File: src/rtl/fetch_if.sv
// Fetch-stage bus: hazard controls, decode redirect inputs, instruction-memory port and IF/ID outputs.
// The master modport is the fetch stage; the slave modport is the surrounding pipeline and memory.
interface fetch_if #(
  parameter int DATA_WIDTH = 32,
  parameter int CNT_WIDTH  = 16
);
  logic                  StallF;
  logic                  StallD;
  logic                  PCSrcD;
  logic                  JumpD;
  logic [DATA_WIDTH-1:0] PCBranchD;
  logic [DATA_WIDTH-1:0] InstrF;
  logic [DATA_WIDTH-1:0] PCF;
  logic [DATA_WIDTH-1:0] InstrD;
  logic [DATA_WIDTH-1:0] PCPlus4D;
  logic                  ValidD;
  logic [CNT_WIDTH-1:0]  StallCnt;
  logic [CNT_WIDTH-1:0]  FlushCnt;

  modport master (
    input  StallF, StallD, PCSrcD, JumpD, PCBranchD, InstrF,
    output PCF, InstrD, PCPlus4D, ValidD, StallCnt, FlushCnt
  );

  modport slave (
    output StallF, StallD, PCSrcD, JumpD, PCBranchD, InstrF,
    input  PCF, InstrD, PCPlus4D, ValidD, StallCnt, FlushCnt
  );
endinterface

File: src/rtl/fetch_stage.sv
// MIPS instruction-fetch stage: PC register, next-PC select, IF/ID pipeline register
// and saturating stall/flush event counters.
module fetch_stage #(
  parameter int                    DATA_WIDTH = 32,
  parameter logic [DATA_WIDTH-1:0] RESET_PC   = 32'h0000_0000,
  parameter int                    CNT_WIDTH  = 16
) (
  input  logic     clk,
  input  logic     rst_n,
  fetch_if.master  bus
);

  logic [DATA_WIDTH-1:0] pc_q, pc_d;
  logic [DATA_WIDTH-1:0] instr_d_q, instr_d_d;
  logic [DATA_WIDTH-1:0] pcplus4_d_q, pcplus4_d_d;
  logic                  valid_d_q, valid_d_d;
  logic [CNT_WIDTH-1:0]  stall_cnt_q, stall_cnt_d;
  logic [CNT_WIDTH-1:0]  flush_cnt_q, flush_cnt_d;

  logic [DATA_WIDTH-1:0] pcplus4_f;
  logic [DATA_WIDTH-1:0] pc_jump_d;
  logic                  flush_d;

  assign pcplus4_f = pc_q + DATA_WIDTH'(4);
  assign pc_jump_d = {pcplus4_d_q[DATA_WIDTH-1 -: 4], instr_d_q[25:0], 2'b00};
  // A stalled decode keeps its instruction, so the wrong-path slot must survive too.
  assign flush_d   = (bus.PCSrcD | bus.JumpD) & ~bus.StallD;

  always_comb begin
    // NOTE: every combinational output gets a default first so no path can infer a latch.
    pc_d = pc_q;
    if (!bus.StallF) begin
      if (bus.JumpD)       pc_d = pc_jump_d;
      else if (bus.PCSrcD) pc_d = bus.PCBranchD;
      else                 pc_d = pcplus4_f;
    end
  end

  always_comb begin
    instr_d_d   = instr_d_q;
    pcplus4_d_d = pcplus4_d_q;
    valid_d_d   = valid_d_q;
    if (!bus.StallD) begin
      if (flush_d) begin
        instr_d_d   = '0;
        pcplus4_d_d = '0;
        valid_d_d   = 1'b0;
      end else begin
        instr_d_d   = bus.InstrF;
        pcplus4_d_d = pcplus4_f;
        valid_d_d   = 1'b1;
      end
    end
  end

  always_comb begin
    stall_cnt_d = stall_cnt_q;
    flush_cnt_d = flush_cnt_q;
    if (bus.StallF && (stall_cnt_q != '1)) stall_cnt_d = stall_cnt_q + 1'b1;
    if (flush_d && (flush_cnt_q != '1))    flush_cnt_d = flush_cnt_q + 1'b1;
  end

  always_ff @(posedge clk or negedge rst_n) begin
    if (!rst_n) begin
      pc_q        <= RESET_PC;
      instr_d_q   <= '0;
      pcplus4_d_q <= '0;
      valid_d_q   <= 1'b0;
      stall_cnt_q <= '0;
      flush_cnt_q <= '0;
    end else begin
      // NOTE: non-blocking assignments so every register samples pre-edge values.
      pc_q        <= pc_d;
      instr_d_q   <= instr_d_d;
      pcplus4_d_q <= pcplus4_d_d;
      valid_d_q   <= valid_d_d;
      stall_cnt_q <= stall_cnt_d;
      flush_cnt_q <= flush_cnt_d;
    end
  end

  assign bus.PCF      = pc_q;
  assign bus.InstrD   = instr_d_q;
  assign bus.PCPlus4D = pcplus4_d_q;
  assign bus.ValidD   = valid_d_q;
  assign bus.StallCnt = stall_cnt_q;
  assign bus.FlushCnt = flush_cnt_q;

endmodule

File: src/flat_wrapper.sv
// flat-port wrapper written by rule: the top's interface ports become plain ports
module fetch_stage_flat 
#(
  parameter int                    DATA_WIDTH = 32,
  parameter logic [DATA_WIDTH-1:0] RESET_PC   = 32'h0000_0000,
  parameter int                    CNT_WIDTH  = 16
)
  (clk, rst_n, bus_StallF, bus_StallD, bus_PCSrcD, bus_JumpD, bus_PCBranchD, bus_InstrF, bus_PCF, bus_InstrD, bus_PCPlus4D, bus_ValidD, bus_StallCnt, bus_FlushCnt);
  fetch_if #(.DATA_WIDTH(DATA_WIDTH), .CNT_WIDTH(CNT_WIDTH)) bus_i ();
  input  logic clk;
  input  logic rst_n;
  input wire logic [$bits(bus_i.StallF)-1:0] bus_StallF;
  input wire logic [$bits(bus_i.StallD)-1:0] bus_StallD;
  input wire logic [$bits(bus_i.PCSrcD)-1:0] bus_PCSrcD;
  input wire logic [$bits(bus_i.JumpD)-1:0] bus_JumpD;
  input wire logic [$bits(bus_i.PCBranchD)-1:0] bus_PCBranchD;
  input wire logic [$bits(bus_i.InstrF)-1:0] bus_InstrF;
  output wire logic [$bits(bus_i.PCF)-1:0] bus_PCF;
  output wire logic [$bits(bus_i.InstrD)-1:0] bus_InstrD;
  output wire logic [$bits(bus_i.PCPlus4D)-1:0] bus_PCPlus4D;
  output wire logic [$bits(bus_i.ValidD)-1:0] bus_ValidD;
  output wire logic [$bits(bus_i.StallCnt)-1:0] bus_StallCnt;
  output wire logic [$bits(bus_i.FlushCnt)-1:0] bus_FlushCnt;
  assign bus_i.StallF = bus_StallF;
  assign bus_i.StallD = bus_StallD;
  assign bus_i.PCSrcD = bus_PCSrcD;
  assign bus_i.JumpD = bus_JumpD;
  assign bus_i.PCBranchD = bus_PCBranchD;
  assign bus_i.InstrF = bus_InstrF;
  assign bus_PCF = bus_i.PCF;
  assign bus_InstrD = bus_i.InstrD;
  assign bus_PCPlus4D = bus_i.PCPlus4D;
  assign bus_ValidD = bus_i.ValidD;
  assign bus_StallCnt = bus_i.StallCnt;
  assign bus_FlushCnt = bus_i.FlushCnt;
  fetch_stage #(.DATA_WIDTH(DATA_WIDTH), .RESET_PC(RESET_PC), .CNT_WIDTH(CNT_WIDTH)) u_core (.clk(clk), .rst_n(rst_n), .bus(bus_i));
endmodule
File: config.mk
export PLATFORM = sky130hd
export DESIGN_NAME = fetch_stage_flat
export DESIGN_NICKNAME = d
export VERILOG_FILES = /design/src/rtl/fetch_if.sv /design/src/rtl/fetch_stage.sv /design/src/flat_wrapper.sv
export SDC_FILE = /design/constraint.sdc
export NUM_CORES = 1
export LEC_CHECK = 0
export ABC_CLOCK_PERIOD_IN_PS = 3400
export BUFFER_PORTS_ARGS = -buffer_cell sky130_fd_sc_hd__buf_2
export CAP_MARGIN = 15
export CORE_MARGIN = 5
export CORE_UTILIZATION = 45
export DETAILED_ROUTE_END_ITERATION = 10
export HOLD_SLACK_MARGIN = 0.02
export PLACE_DENSITY_LB_ADDON = 0.1
export SYNTH_ARGS = -nofsm -noshare
export SYNTH_HDL_FRONTEND = slang
export SYNTH_SLANG_ARGS = --single-unit
File: constraint.sdc
create_clock -name clk -period 3.4 [get_ports clk]
set_input_delay 0.17 -clock clk [delete_from_list [all_inputs] [get_ports clk]]
set_output_delay 0.17 -clock clk [all_outputs]
set_load 0.005 [all_outputs]
Yosys cells after proc, flatten, opt, wreduce, memory -nomap -nowiden
Cells that the tools add are included.

Memory bits (writable): 0. Latch bits: 0. Output and inout bits: 129. Bits in registers: 129. Memories kept: 0. Memory bits (read-only): 0. Input port bits: 70. Word-level logic and storage cells: 21.

Equality and inequality tests: 2. Div/mod/pow operators: 0. $lt $le $gt $ge: 0. Bitwise operators: 3. Add/subtract/negate cells: 3. Reduce and logical (&&, ||, !) cells: 2. Multiply operators: 0. Shifts and indexed selects: 0. Multiplexer cells: 5.

Operator list (number): 32-bit 2-to-1 mux (4); 16-bit by 1-bit adder with 16-bit output, second input constant (2); 32-bit by 3-bit adder with 32-bit output, second input constant (1); 16-bit inequality test, second input constant (2); 1-bit logical AND (2); 1-bit AND (1); 1-bit 2-to-1 mux (1); 1-bit NOT (1); 1-bit bitwise OR (1).

Depth between registers and ports, before layout
Depth in word-level cells: 3. Gate-level depth with buffers: 7. Gate-level depth less buffers: 5.

Least setup slack after synthesis
No wires, ideal clock.

Kind: flip-flop to flip-flop. Start point: reg u_core.pc_q[14] (netlist: u_core.bus.PCF[14]). End point: reg u_core.pc_q[25] (netlist: u_core.bus.PCF[25]). Buffers on the path: 2. Data required time: 3.274 ns. Setup time: 0.126 ns. Period minus slack after synthesis: 1.985 ns. Stages on the path, launching flop included: 7. Data arrival time: 1.858 ns. Setup slack: 1.415 ns. Path through: dfrtp_1 > clkbuf_2 > nand4_2 > or3_1 > clkbuf_1 > or3_1 > a311o_1.

Longest elaborated chain between the ends: 3.

Ends and longest elaborated chain: from (decl) (line fetch_stage.sv:13) `logic [DATA_WIDTH-1:0] pc_q, pc_d;`; from (signal assigned) (line fetch_stage.sv:73) `pc_q <= pc_d;`; 32-bit by 3-bit adder with 32-bit output (line fetch_stage.sv:24) `assign pcplus4_f = pc_q + DATA_WIDTH'(4);`; 32-bit 2-to-1 mux (line fetch_stage.sv:34) `else if (bus.PCSrcD) pc_d = bus.PCBranchD;`; 32-bit 2-to-1 mux (line fetch_stage.sv:33) `if (bus.JumpD) pc_d = pc_jump_d;`.

Every way passes these cells. A chain may end at the register's enable or synchronous reset.

Final worst setup path
Start point: reg u_core.pc_q[13] (netlist: u_core.bus.PCF[13]). End point: reg u_core.pc_q[25] (netlist: u_core.bus.PCF[25]).

The elaborated chain is that of the path after synthesis.

==> reports/metrics.csv <==
stage;metric;value;unit
detailed_routing;residual DRC count;0;
clocking;CTS Buffer Depth;2;
sta;period utilization;0.717;
run_status;outcome;finished clean;
pwr;Clk pwr share;0.417;
yosys;post-synthesis adder-cell area fraction;0.00543;
floorplanning;Ports;199;
floorplanning;Die ar.;0.0179;mm²
worst_setup_path;critical setup path kind;flip-flop to flip-flop;
worst_setup_path;reg-to-reg critical path endpoint;u_core.bus.PCF[25];
yosys;Synth Area in Simple Gates;0.246;
yosys;mux share of post-synthesis cell area;0.00760;
floorplanning;row count;45;
detailed_routing;overall routed net length;22400;µm
worst_setup_path;crit-path max cell delay;0.70;ns
sta;Worst slew margin;0.247;
cells_and_area;most common cell after layout, fill and taps aside;buf_2;
yosys;post-synth top area share;0.467;
yosys;largest family of logic cells by synthesized area;simple AND/OR/NAND/NOR gates;
yosys;Synth Warn #;0;
worst_setup_path;CP cell instances;nand4_2 -> or3_1 -> or3_1 -> a311o_1;
cells_and_area;# nets final;1047;
pwr;Sw Pwr;1.35;mW
clocking;root buf cell;clkbuf_16;
sta;final max-slew violation count;0;
cells_and_area;fraction of layout cells with a size suffix above 1;0.251;
global_route;Overflow after GRT;0;
clocking;CTS tree;done;
place;DP Wirelength;15000;µm
clocking;H-tree depth;4;
sta;Final TNS setup;0;ns
place;final RePlAce weighted congestion;0.910;
worst_setup_path;critical path's most frequent cell;or3_1;
clocking;Clk pin slew, worst setup/hold paths;0.06;ns
worst_hold_path;Hold Crit Class;input port to flip-flop;
floorplanning;Core Box Area;0.0151;mm²
yosys;Mapped Area;0.00691;mm²
worst_hold_path;hold path endpoint;u_core.bus.InstrD[12];
pwr;Sw Share;0.287;
yosys;Synth Net Count;855;
floorplanning;Die Width;134;µm
cells_and_area;Area growth syn-to-layout;29.4;%
clocking;cts repair resizes;0;
yosys;EDFF count, synth;0;
sta;Final Hold Fails;0;
yosys;post-synthesis cell count;782;
sta;Final setup viols;0;
global_route;vias in the first global route;6855;
worst_hold_path;hold wc startpoint;bus_InstrF[12];
worst_setup_path;CP delay by family, top;simple AND/OR/NAND/NOR gates;
floorplanning;Initial Utilization;0.457;
worst_setup_path;r2r startpoint;u_core.bus.PCF[13];
yosys;Seq/Total Area, Yosys;0.467;
worst_setup_path;Buf+Inv Stages, Crit Path;0;
clocking;CTS sink cnt;129;
sta;fin crit period;2.44;ns
global_route;first-pass GRT wire length;36100;µm
worst_setup_path;Critical Path Slowest Stage Cell;or3_1;
pwr;power density over cell area;527;mW/mm²
pwr;internal power;3.36;mW
yosys;#FFs+latches synth;129;
sta;clk_skew;0.00900;ns
detailed_routing;drt wl/cell;19.0;µm
global_route;Total Routing Usage GR;0.249;
pwr;part of the power in combinational logic;0.167;
detailed_routing;Post-DRT Antenna Nets;0;
pwr;Flop pwr share;0.416;
place;Post-Place Worst Slack;0.989;ns
pwr;total power;4.72;mW
cells_and_area;Multi-input gate area;0.00340;mm²
cells_and_area;Antenna Diode Count;0;
sta;Worst Tran Pin Value;1.12;ns
detailed_routing;via/cell ratio;5.93;
worst_setup_path;worst reg2reg path depth;4;
sta;worst setup margin;0.962;ns
worst_setup_path;Max FO, Critical Path;23;
pwr;Max IR drop VDD;0.313;mV
yosys;Synth area leaders;dfrtp_1 (47%), nand2_1 (7.6%), o21ai_0 (5.2%);
yosys;post-synthesis compound-gate area fraction;0.192;
sta;unrepaired setup endpoints after global routing;no;
yosys;xor/xnor share of the synthesized area;0.0393;
worst_hold_path;Worst Hold Path Cells;3;
yosys;predominant post-synthesis flop cell;dfrtp_1;
global_route;initial antenna violation count;0;
pwr;P_leak;4.26;nW
cells_and_area;final instance area;0.00894;mm²
global_route;maximum number of pins on one net before global-route repair;112;
cells_and_area;# fillers;1351;
worst_setup_path;Startpoint Class;flip-flop;
yosys;ys async rst share;1.00;
worst_setup_path;critical path arrival;2.74;ns
cells_and_area;most frequent cells in the layout;buf_2 (196), nand2_1 (140), dfrtp_1 (129);
flow_run;Max-cap violations;0;
floorplanning;Die Height;134;µm
place;IO buf count;198;
detailed_routing;vias post-DR;6962;
yosys;library cells used by synthesis;58;
clocking;clk_lat worst skew;0.43;ns
worst_setup_path;Critical Path Sink Type;flip-flop;
yosys;average cell area after synthesis;8.84;µm²
yosys;largest area contributor in the netlist;dfrtp_1;
sta;fmax;0.410;GHz
detailed_routing;number of detailed-route iterations in the first pass;5;
cells_and_area;register area;0.00323;mm²
detailed_routing;drt first-iter violations;519;
place;placed inst area;0.00797;mm²
worst_setup_path;CP Data Required Time;3.70;ns
worst_setup_path;Worst R2R Setup Slack;0.96;ns
clocking;Num CTS Buffers;17;
-- power by group through the flow --
stage	Combinational [mW]	Clock [mW]	Sequential, mW
floorplan	0.414	0	1.92
global placement	0.739	0	1.96
detailed placement	0.758	0	1.98
CTS	0.793	1.99	1.95
global route	0.890	2.06	1.99
finish	0.788	1.97	1.96
-- how the worst max path moves through the flow --
stage                            start                       to  cells past startpoint
global route         u_core.bus.PCF[5]  u_core.bus.PCPlus4D[17]                      4
floorplan           u_core.bus.PCF[14]       u_core.bus.PCF[25]                      6
global placement    u_core.bus.PCF[13]       u_core.bus.PCF[25]                      4
finish              u_core.bus.PCF[13]       u_core.bus.PCF[25]                      4
CTS                 u_core.bus.PCF[13]       u_core.bus.PCF[25]                      4
detailed placement  u_core.bus.PCF[13]       u_core.bus.PCF[25]                      4
-- worst min-delay path, cell delays in order --
cell     delay (ns)
buf_2          0.09
nand2_1        0.06
o21ai_0        0.09
-- state kept, by name, summed over array words and instances (netlist names) --
signal               count
u_core.bus.FlushCnt     16
u_core.bus.InstrD       32
u_core.bus.PCF          32
u_core.bus.PCPlus4D     32
u_core.bus.StallCnt     16
u_core.bus.ValidD        1
-- layer usage --
layer	vias up	share of wire	routed length, µm	track usage
met5	-	0	0	0
li1	3274	-	-	-
met1	3380	0.45	9990	0.348
met4	0	0.017	369	0.0811
met2	284	0.46	10300	0.379
met3	24	0.075	1680	0.0645
-- synth_stat cells (all sizes together), types with 10 or more instances --
cell type,count
nor4,21
xor2,17
a21oi,19
clkbuf,50
buf,18
o31ai,10
nor3,37
o21ai,72
nand3,30
a311o,10
dfrtp,129
nand4,26
nor2,27
and3,22
xnor2,14
a221o,13
nand2,140
a22oi,19
-- through the flow --
step                 util  hold WS [ns]  std cells
floorplan               -        -0.126        782
global placement    0.526         0.402       1110
detailed placement  0.526         0.394       1110
CTS                 0.589        0.0340       1174
global route        0.591        0.0687       1175
finish              0.591        0.0438       1175
-- area by class of cell --
class | instances | share of cell area
multi-input cells | 577 | 0.380
flip-flops and latches | 129 | 0.361
repair buffers | 241 | 0.159
clock buffers | 22 | 0.0530
well taps | 188 | 0.0263
clock inverters | 10 | 0.0175
inverters | 8 | 0.00336
-- logic make-up after synthesis --
group / after synthesis
mux: 5
fa+ha+maj: 3
simple gates: 344
compound gates: 194
buf+inv: 76
flops: 129
xor+xnor: 31
-- repair_timing --
item / in CTS / in global routing
hold endpoints to repair: 141 / 0
hold buffers: 32 / 0
setup buffers: 0 / 0
endpoints found under the setup margin: 0 / 0
Power figures use the tool's default switching activity.
